**config.mk**
```make
export PLATFORM = sky130hd
export DESIGN_NAME = ysyx_23060061_lsu_fsm
export DESIGN_NICKNAME = d
export VERILOG_FILES = /design/src/rtl/ysyx_23060061_lsu_fsm.sv
export SDC_FILE = /design/constraint.sdc
export NUM_CORES = 1
export LEC_CHECK = 0
export ABC_AREA = 0
export CAP_MARGIN = 40
export CORE_UTILIZATION = 47
export CTS_BUF_LIST = sky130_fd_sc_hd__clkbuf_16
export CTS_CLUSTER_DIAMETER = 120
export DETAILED_ROUTE_END_ITERATION = 7
export GPL_TIMING_DRIVEN = 1
export PLACE_DENSITY = 0.88
export REMOVE_ABC_BUFFERS = 1
export SETUP_SLACK_MARGIN = 0.02
export SYNTH_ARGS = -nofsm -noshare
export SYNTH_HDL_FRONTEND = slang
export SYNTH_SLANG_ARGS = --single-unit
```
**constraint.sdc**
```tcl
create_clock -name clk -period 17.2 [get_ports clk]
set_input_delay 1.72 -clock clk [delete_from_list [all_inputs] [get_ports clk]]
set_output_delay 1.72 -clock clk [all_outputs]
set_load 0.02 [all_outputs]
```
**src/rtl/ysyx_23060061_lsu_fsm.sv**
```systemverilog
// -----------------------------------------------------------------------------
// ysyx_23060061_lsu_fsm
//
// Load/store stage sitting between the execute stage and WBU. It takes one op
// per in_valid/in_ready handshake. For a load or store it issues one request on
// a req/resp data-memory port and waits for the response. It then aligns and
// extends the load data. The finished result is held for WBU until out_ready.
// Non-memory ops pass straight to the result register with one cycle latency.
//
// Configuration macro:
//   LSU_MISALIGN_CHECK_EN  when defined, misaligned halfword/word accesses
//                          issue no memory request. They complete
//                          immediately with lsu_err=1 and memDataR=0.
//                          Undefined: no check is made. Misaligned lanes are
//                          simply truncated at the word boundary.
//
// Parameters:
//   TIMEOUT   number of WAIT cycles before an access is aborted with lsu_err=1.
//             A value of 0 means the access never times out.
//
// Ports:
//   clk, rst                 clock (rising edge), async active-high reset
//   in_valid / in_ready      op handshake from the execute stage
//   MemRW                    00 none, 01 load, 10 store, 11 none
//   memExt                   load extend: LW, LH, LHU, LB, LBU (others = LW)
//   memAddr, memDataW, wmask byte address, right-justified store data/mask
//   aluOut_in, snpc_in, WBSel_in   passed through to the *_out registers
//   mem_req_*                request channel (valid/ready, wen, addr, wdata, wmask)
//   mem_resp_valid, mem_rdata      response channel (load data or store ack)
//   out_valid / out_ready    result handshake to WBU
//   memDataR                 aligned, extended load data (0 for non-loads)
//   aluOut_out, snpc_out, WBSel_out  registered copies of the inputs
//   lsu_err                  access aborted (timeout or misaligned)
// -----------------------------------------------------------------------------
module ysyx_23060061_lsu_fsm #(
  parameter int TIMEOUT = 256
) (
  input  logic        clk,
  input  logic        rst,

  input  logic        in_valid,
  output logic        in_ready,
  input  logic [1:0]  MemRW,
  input  logic [2:0]  memExt,
  input  logic [31:0] memAddr,
  input  logic [31:0] memDataW,
  input  logic [3:0]  wmask,
  input  logic [31:0] aluOut_in,
  input  logic [31:0] snpc_in,
  input  logic [1:0]  WBSel_in,

  output logic        mem_req_valid,
  input  logic        mem_req_ready,
  output logic        mem_req_wen,
  output logic [31:0] mem_req_addr,
  output logic [31:0] mem_req_wdata,
  output logic [3:0]  mem_req_wmask,
  input  logic        mem_resp_valid,
  input  logic [31:0] mem_rdata,

  output logic        out_valid,
  input  logic        out_ready,
  output logic [31:0] memDataR,
  output logic [31:0] aluOut_out,
  output logic [31:0] snpc_out,
  output logic [1:0]  WBSel_out,
  output logic        lsu_err
);

  // FSM encoding
  localparam logic [1:0] IDLE = 2'd0;
  localparam logic [1:0] REQ  = 2'd1;
  localparam logic [1:0] WAIT = 2'd2;
  localparam logic [1:0] DONE = 2'd3;

  localparam logic [1:0] MEM_LOAD  = 2'b01;
  localparam logic [1:0] MEM_STORE = 2'b10;

  localparam logic [2:0] EXT_LH  = 3'd1;
  localparam logic [2:0] EXT_LHU = 3'd2;
  localparam logic [2:0] EXT_LB  = 3'd3;
  localparam logic [2:0] EXT_LBU = 3'd4;

  // The wait counter only needs to count up to TIMEOUT-1.
  localparam int CNT_W = (TIMEOUT > 1) ? $clog2(TIMEOUT) : 1;
  localparam logic [CNT_W-1:0] CNT_LAST = (TIMEOUT > 0) ? CNT_W'(TIMEOUT - 1) : '0;

  logic [1:0]       state;
  logic [CNT_W-1:0] waitCnt;

  // Captured request fields. They stay stable for the whole REQ phase.
  logic             reqWen;
  logic [31:0]      reqAddr;
  logic [31:0]      reqData;
  logic [3:0]       reqMask;
  logic [2:0]       extSel;

  logic             isMemOp;
  logic             misaligned;
  logic [31:0]      shifted;
  logic [31:0]      loadData;

  // ---------------------------------------------------------------------------
  // Op classification on the incoming op (used only at the IDLE handshake).
  // ---------------------------------------------------------------------------
  always_comb begin
    // NOTE: every signal assigned in always_comb gets a default first, so no
    // path can leave it unassigned and infer a latch.
    isMemOp    = (MemRW == MEM_LOAD) || (MemRW == MEM_STORE);
    misaligned = 1'b0;
`ifdef LSU_MISALIGN_CHECK_EN
    // Stores take their access size from the lane mask; loads from memExt.
    // Byte accesses (and unusual store masks) can never be misaligned.
    if (MemRW == MEM_STORE) begin
      if (wmask == 4'b1111)
        misaligned = memAddr[1:0] != 2'b00;
      else if (wmask == 4'b0011)
        misaligned = memAddr[0];
    end else if (MemRW == MEM_LOAD) begin
      unique case (memExt)
        EXT_LH, EXT_LHU: misaligned = memAddr[0];
        EXT_LB, EXT_LBU: misaligned = 1'b0;
        default:         misaligned = memAddr[1:0] != 2'b00;
      endcase
    end
`endif
  end

  // ---------------------------------------------------------------------------
  // Load alignment/extension. Lanes above the addressed byte shift in as
  // zeros, so a misaligned access never reaches into the next word.
  // ---------------------------------------------------------------------------
  always_comb begin
    shifted = mem_rdata >> {reqAddr[1:0], 3'b000};
    unique case (extSel)
      EXT_LB:  loadData = {{24{shifted[7]}}, shifted[7:0]};
      EXT_LBU: loadData = {24'd0, shifted[7:0]};
      EXT_LH:  loadData = {{16{shifted[15]}}, shifted[15:0]};
      EXT_LHU: loadData = {16'd0, shifted[15:0]};
      default: loadData = shifted;
    endcase
  end

  // ---------------------------------------------------------------------------
  // Handshake and request outputs, all derived from state and captured
  // registers. They are therefore 0 and stable out of reset.
  // ---------------------------------------------------------------------------
  assign in_ready      = (state == IDLE);
  assign out_valid     = (state == DONE);
  assign mem_req_valid = (state == REQ);
  assign mem_req_wen   = reqWen;
  assign mem_req_addr  = {reqAddr[31:2], 2'b00};
  assign mem_req_wdata = reqData << {reqAddr[1:0], 3'b000};
  assign mem_req_wmask = reqMask << reqAddr[1:0];

  // ---------------------------------------------------------------------------
  // Main FSM and datapath registers
  // ---------------------------------------------------------------------------
  always_ff @(posedge clk or posedge rst) begin
    if (rst) begin
      state      <= IDLE;
      waitCnt    <= '0;
      reqWen     <= 1'b0;
      reqAddr    <= '0;
      reqData    <= '0;
      reqMask    <= '0;
      extSel     <= '0;
      memDataR   <= '0;
      aluOut_out <= '0;
      snpc_out   <= '0;
      WBSel_out  <= '0;
      lsu_err    <= 1'b0;
    end else begin
      unique case (state)
        IDLE: begin
          if (in_valid) begin
            // NOTE: sequential state uses non-blocking assignments so every
            // register samples the pre-edge values, whatever the statement order.
            reqWen     <= (MemRW == MEM_STORE);
            reqAddr    <= memAddr;
            reqData    <= memDataW;
            reqMask    <= wmask;
            extSel     <= memExt;
            aluOut_out <= aluOut_in;
            snpc_out   <= snpc_in;
            WBSel_out  <= WBSel_in;
            memDataR   <= '0;
            lsu_err    <= 1'b0;
            if (!isMemOp) begin
              state <= DONE;
            end else if (misaligned) begin
              lsu_err <= 1'b1;
              state   <= DONE;
            end else begin
              state <= REQ;
            end
          end
        end

        REQ: begin
          if (mem_req_ready) begin
            waitCnt <= '0;
            state   <= WAIT;
          end
        end

        WAIT: begin
          // A response wins over a timeout that expires in the same cycle.
          if (mem_resp_valid) begin
            if (!reqWen)
              memDataR <= loadData;
            state <= DONE;
          end else if ((TIMEOUT != 0) && (waitCnt == CNT_LAST)) begin
            lsu_err  <= 1'b1;
            memDataR <= '0;
            state    <= DONE;
          end else begin
            waitCnt <= waitCnt + CNT_W'(1);
          end
        end

        DONE: begin
          if (out_ready)
            state <= IDLE;
        end

        default: state <= IDLE;
      endcase
    end
  end

endmodule

```
==> metrics.csv <==
stage,metric,value,unit
clock_tree,CTS resizes,0,
pwr,Worst VDD drop,0.000112,V
clock_tree,cts hold-fix bufs,0,
global_routing,total track usage,0.259,
clock_tree,Longest Clk Path Bufs,2,
run,number of max-cap violations,0,
global_routing,largest net degree at the start of global routing,74,
sta,Final period util,0.265,
final_layout,final core utilization,0.719,
clock_tree,cts bufs inserted,17,
final_layout,"non-filler cells, final",1206,
yosys,post-synthesis sequential area ratio,0.536,
final_layout,"commonest non-fill, non-tap cell in the layout",clkdlybuf4s50_1,
final_layout,fraction of layout cells with a size suffix above 1,0.199,
placed_design,port buffer count,345,
yosys,yosys warns,0,
final_layout,Nets,1153,
status,status,completed,
detailed_routing,wire per inst,19.7,um
clock_tree,Post-CTS Setup Bufs,0,
floorplanning,Die Ht,136,um
clock_tree,Worst-path clk slew,0.07,ns
sta,unrepaired setup endpoints after global routing,false,
sta,highest clock rate,220,MHz
floorplanning,Die Wd,136,um
sta,final setup violation count,0,
global_routing,initial antenna violation count,0,
detailed_routing,DRC viols,0,
detailed_routing,first drt pass iteration count,4,
placed_design,placed cell count,1175,
yosys,Netlist cell types,42,
clock_tree,Root Driver,clkbuf_16,
detailed_routing,drt first-iter violations,292,
critical_path,critical-path maximum fanout,32,
sta,Slew @ Worst Pin,0.882,ns
final_layout,most frequent cells in the layout,"345 x clkdlybuf4s50_1, 179 x dfrtp_1, 145 x mux2_2",
floorplanning,Starting Density,0.485,
floorplanning,core box area,17400,um^2
worst_hold_path,Hold Path Class,reg2reg,
detailed_routing,post-route ant nets,0,
yosys,Synth Area per Inst,12.7,um^2
sta,final slew viol count,0,
critical_path,Arrival @ worst endpoint,2.83,ns
detailed_routing,DR vias/cell,5.37,
placed_design,HPWL Detailed,17.4,mm
detailed_routing,vias,6472,
sta,Clock Skew,0.0138,ns
sta,final worst slack,12.65,ns
critical_path,Critical Path Sink Type,primary output,
sta,Fin Hold WS,0.491,ns
yosys,Netlist Area Pre-Place,8450,um^2
final_layout,diode count,0,
clock_tree,CTS tree,yes,
sta,Final Hold Viols,0,
clock_tree,H-Tree Level Count,4,
clock_tree,clock sinks,181,
pwr,pwr dens,204,nW/um^2
sta,Slew HR,0.408,
sta,fin crit period,4.55,ns
global_routing,first-pass GRT wire length,36.2,mm
detailed_routing,routed wire length,23.7,mm
placed_design,GP Congestion,0.811,
yosys,Mapped Cells,667,
final_layout,Syn-to-layout area delta,48.0,%
yosys,#FFs+latches synth,181,
critical_path,critical path type,reg2out,
placed_design,Post-Place Setup Slack,13.09,ns
floorplanning,top-level I/O count,348,
floorplanning,FP Rows,48,
global_routing,via count of the first global-routing pass,6701,
critical_path,Worst EP required,15.48,ns
floorplanning,die area,18500,um^2
clock_tree,clk_lat worst skew,0.42,ns
global_routing,grt total ovfl,0,
critical_path,startpoint types,flop,
pwr,Leak,5.21,nW
sta,total negative setup slack,0,ns
-- Yosys cell counts (all sizes together) --
cell type | count | area [um^2]
dfrtp | 181 | 4530
mux2 | 145 | 1630
buf | 65 | 403
mux2i | 39 | 390
a21oi | 32 | 160
o2bb2ai | 30 | 263
o21ai | 29 | 145
nand2 | 24 | 90.1
nor2 | 16 | 60.1
nor2b | 13 | 81.3
and2 | 11 | 68.8
inv | 10 | 37.5
a211oi | 9 | 67.6
clkbuf | 9 | 33.8
a22o | 8 | 70.1
ha | 7 | 87.6
nand2b | 5 | 31.3
nand3 | 5 | 25.0
o31ai | 5 | 37.5
or4 | 4 | 30.0
o211ai | 3 | 27.5
o2111ai | 2 | 23.8
a2111oi | 1 | 27.5
a2bb2oi | 1 | 8.76
a31oi | 1 | 6.26
a32o | 1 | 10.0
a32oi | 1 | 8.76
and3b | 1 | 8.76
conb | 1 | 3.75
mux4 | 1 | 22.5
nand4 | 1 | 6.26
nor3b | 1 | 7.51
o211a | 1 | 17.5
or2 | 1 | 6.26
or3 | 1 | 6.26
xnor2 | 1 | 8.76
xor2 | 1 | 8.76
-- layer usage --
metal  global-route usage  wire length [um]
met3               0.0720              1740
met5                    0                 0
met1                0.295              8790
met2                0.443             12200
met4                0.131               964
-- stage by stage --
stage | cell area [um^2] | power, W
floorplan | 8020 | 0.00154
global placement | 11800 | 0.00211
detailed placement | 11900 | 0.00216
CTS | 12500 | 0.00257
global route | 12500 | 0.00269
finish | 12500 | 0.00255
-- worst max-delay path: stages (launching register included) --
cell,delay (ns)
dfrtp_2,0.65
nor2b_1,0.60
buf_4,0.31
nand2_1,0.08
o21ai_0,0.08
clkdlybuf4s50_1,0.68
-- flip-flops by register name, indices dropped and copies added (netlist names) --
register,cells
WBSel_out,2
aluOut_out,32
extSel,3
lsu_err,1
memDataR,32
mem_req_wen,1
reqAddr,32
reqData,32
reqMask,4
snpc_out,32
state,2
waitCnt,8
-- where the power goes --
group          switching, W  internal [W]  leakage, nW
Sequential         0.000141      0.000628         2.21
Clock              0.000171      0.000230        0.291
Combinational      0.000688      0.000696         2.71
Total               0.00100       0.00155         5.21
-- layout make-up --
cell class | instances | area (um^2)
clock inverter | 14 | 175
timing repair buffer | 356 | 3590
sequential | 181 | 4530
tap | 225 | 282
clock buffer | 17 | 425
multi-input combinational | 403 | 3460
inverter | 10 | 42.5
fill | 1198 | 4900
-- logic make-up (layout without fill, tap and decap cells) --
logic type	count (synthesis)	in the layout	share of synthesized area
muxes	185	185	0.242
DFF	181	181	0.536
AOI/OAI and AO/OA	124	124	0.103
buffers and inverters	84	397	0.0561
and+or+nand+nor	83	83	0.0499
adders and majority gates	7	7	0.0104
xor gates and xnor gates	2	2	0.00207
other	1	2	0.000444
-- path summary, 6_finish.rpt --
check,start,to,slack (ns),depth (start not counted)
hold reg to reg,memDataR[29],memDataR[29],0.49,1
setup reg to reg,reqAddr[1],memDataR[12],14.56,5
max in group asynchronous,rst,reqAddr[0],13.87,4
setup / recovery,reqAddr[1],mem_req_wdata[17],12.65,5
hold / removal,memDataR[29],memDataR[29],0.49,1
min in group asynchronous,rst,reqAddr[11],1.72,2
Power figures use the tool's default switching activity.
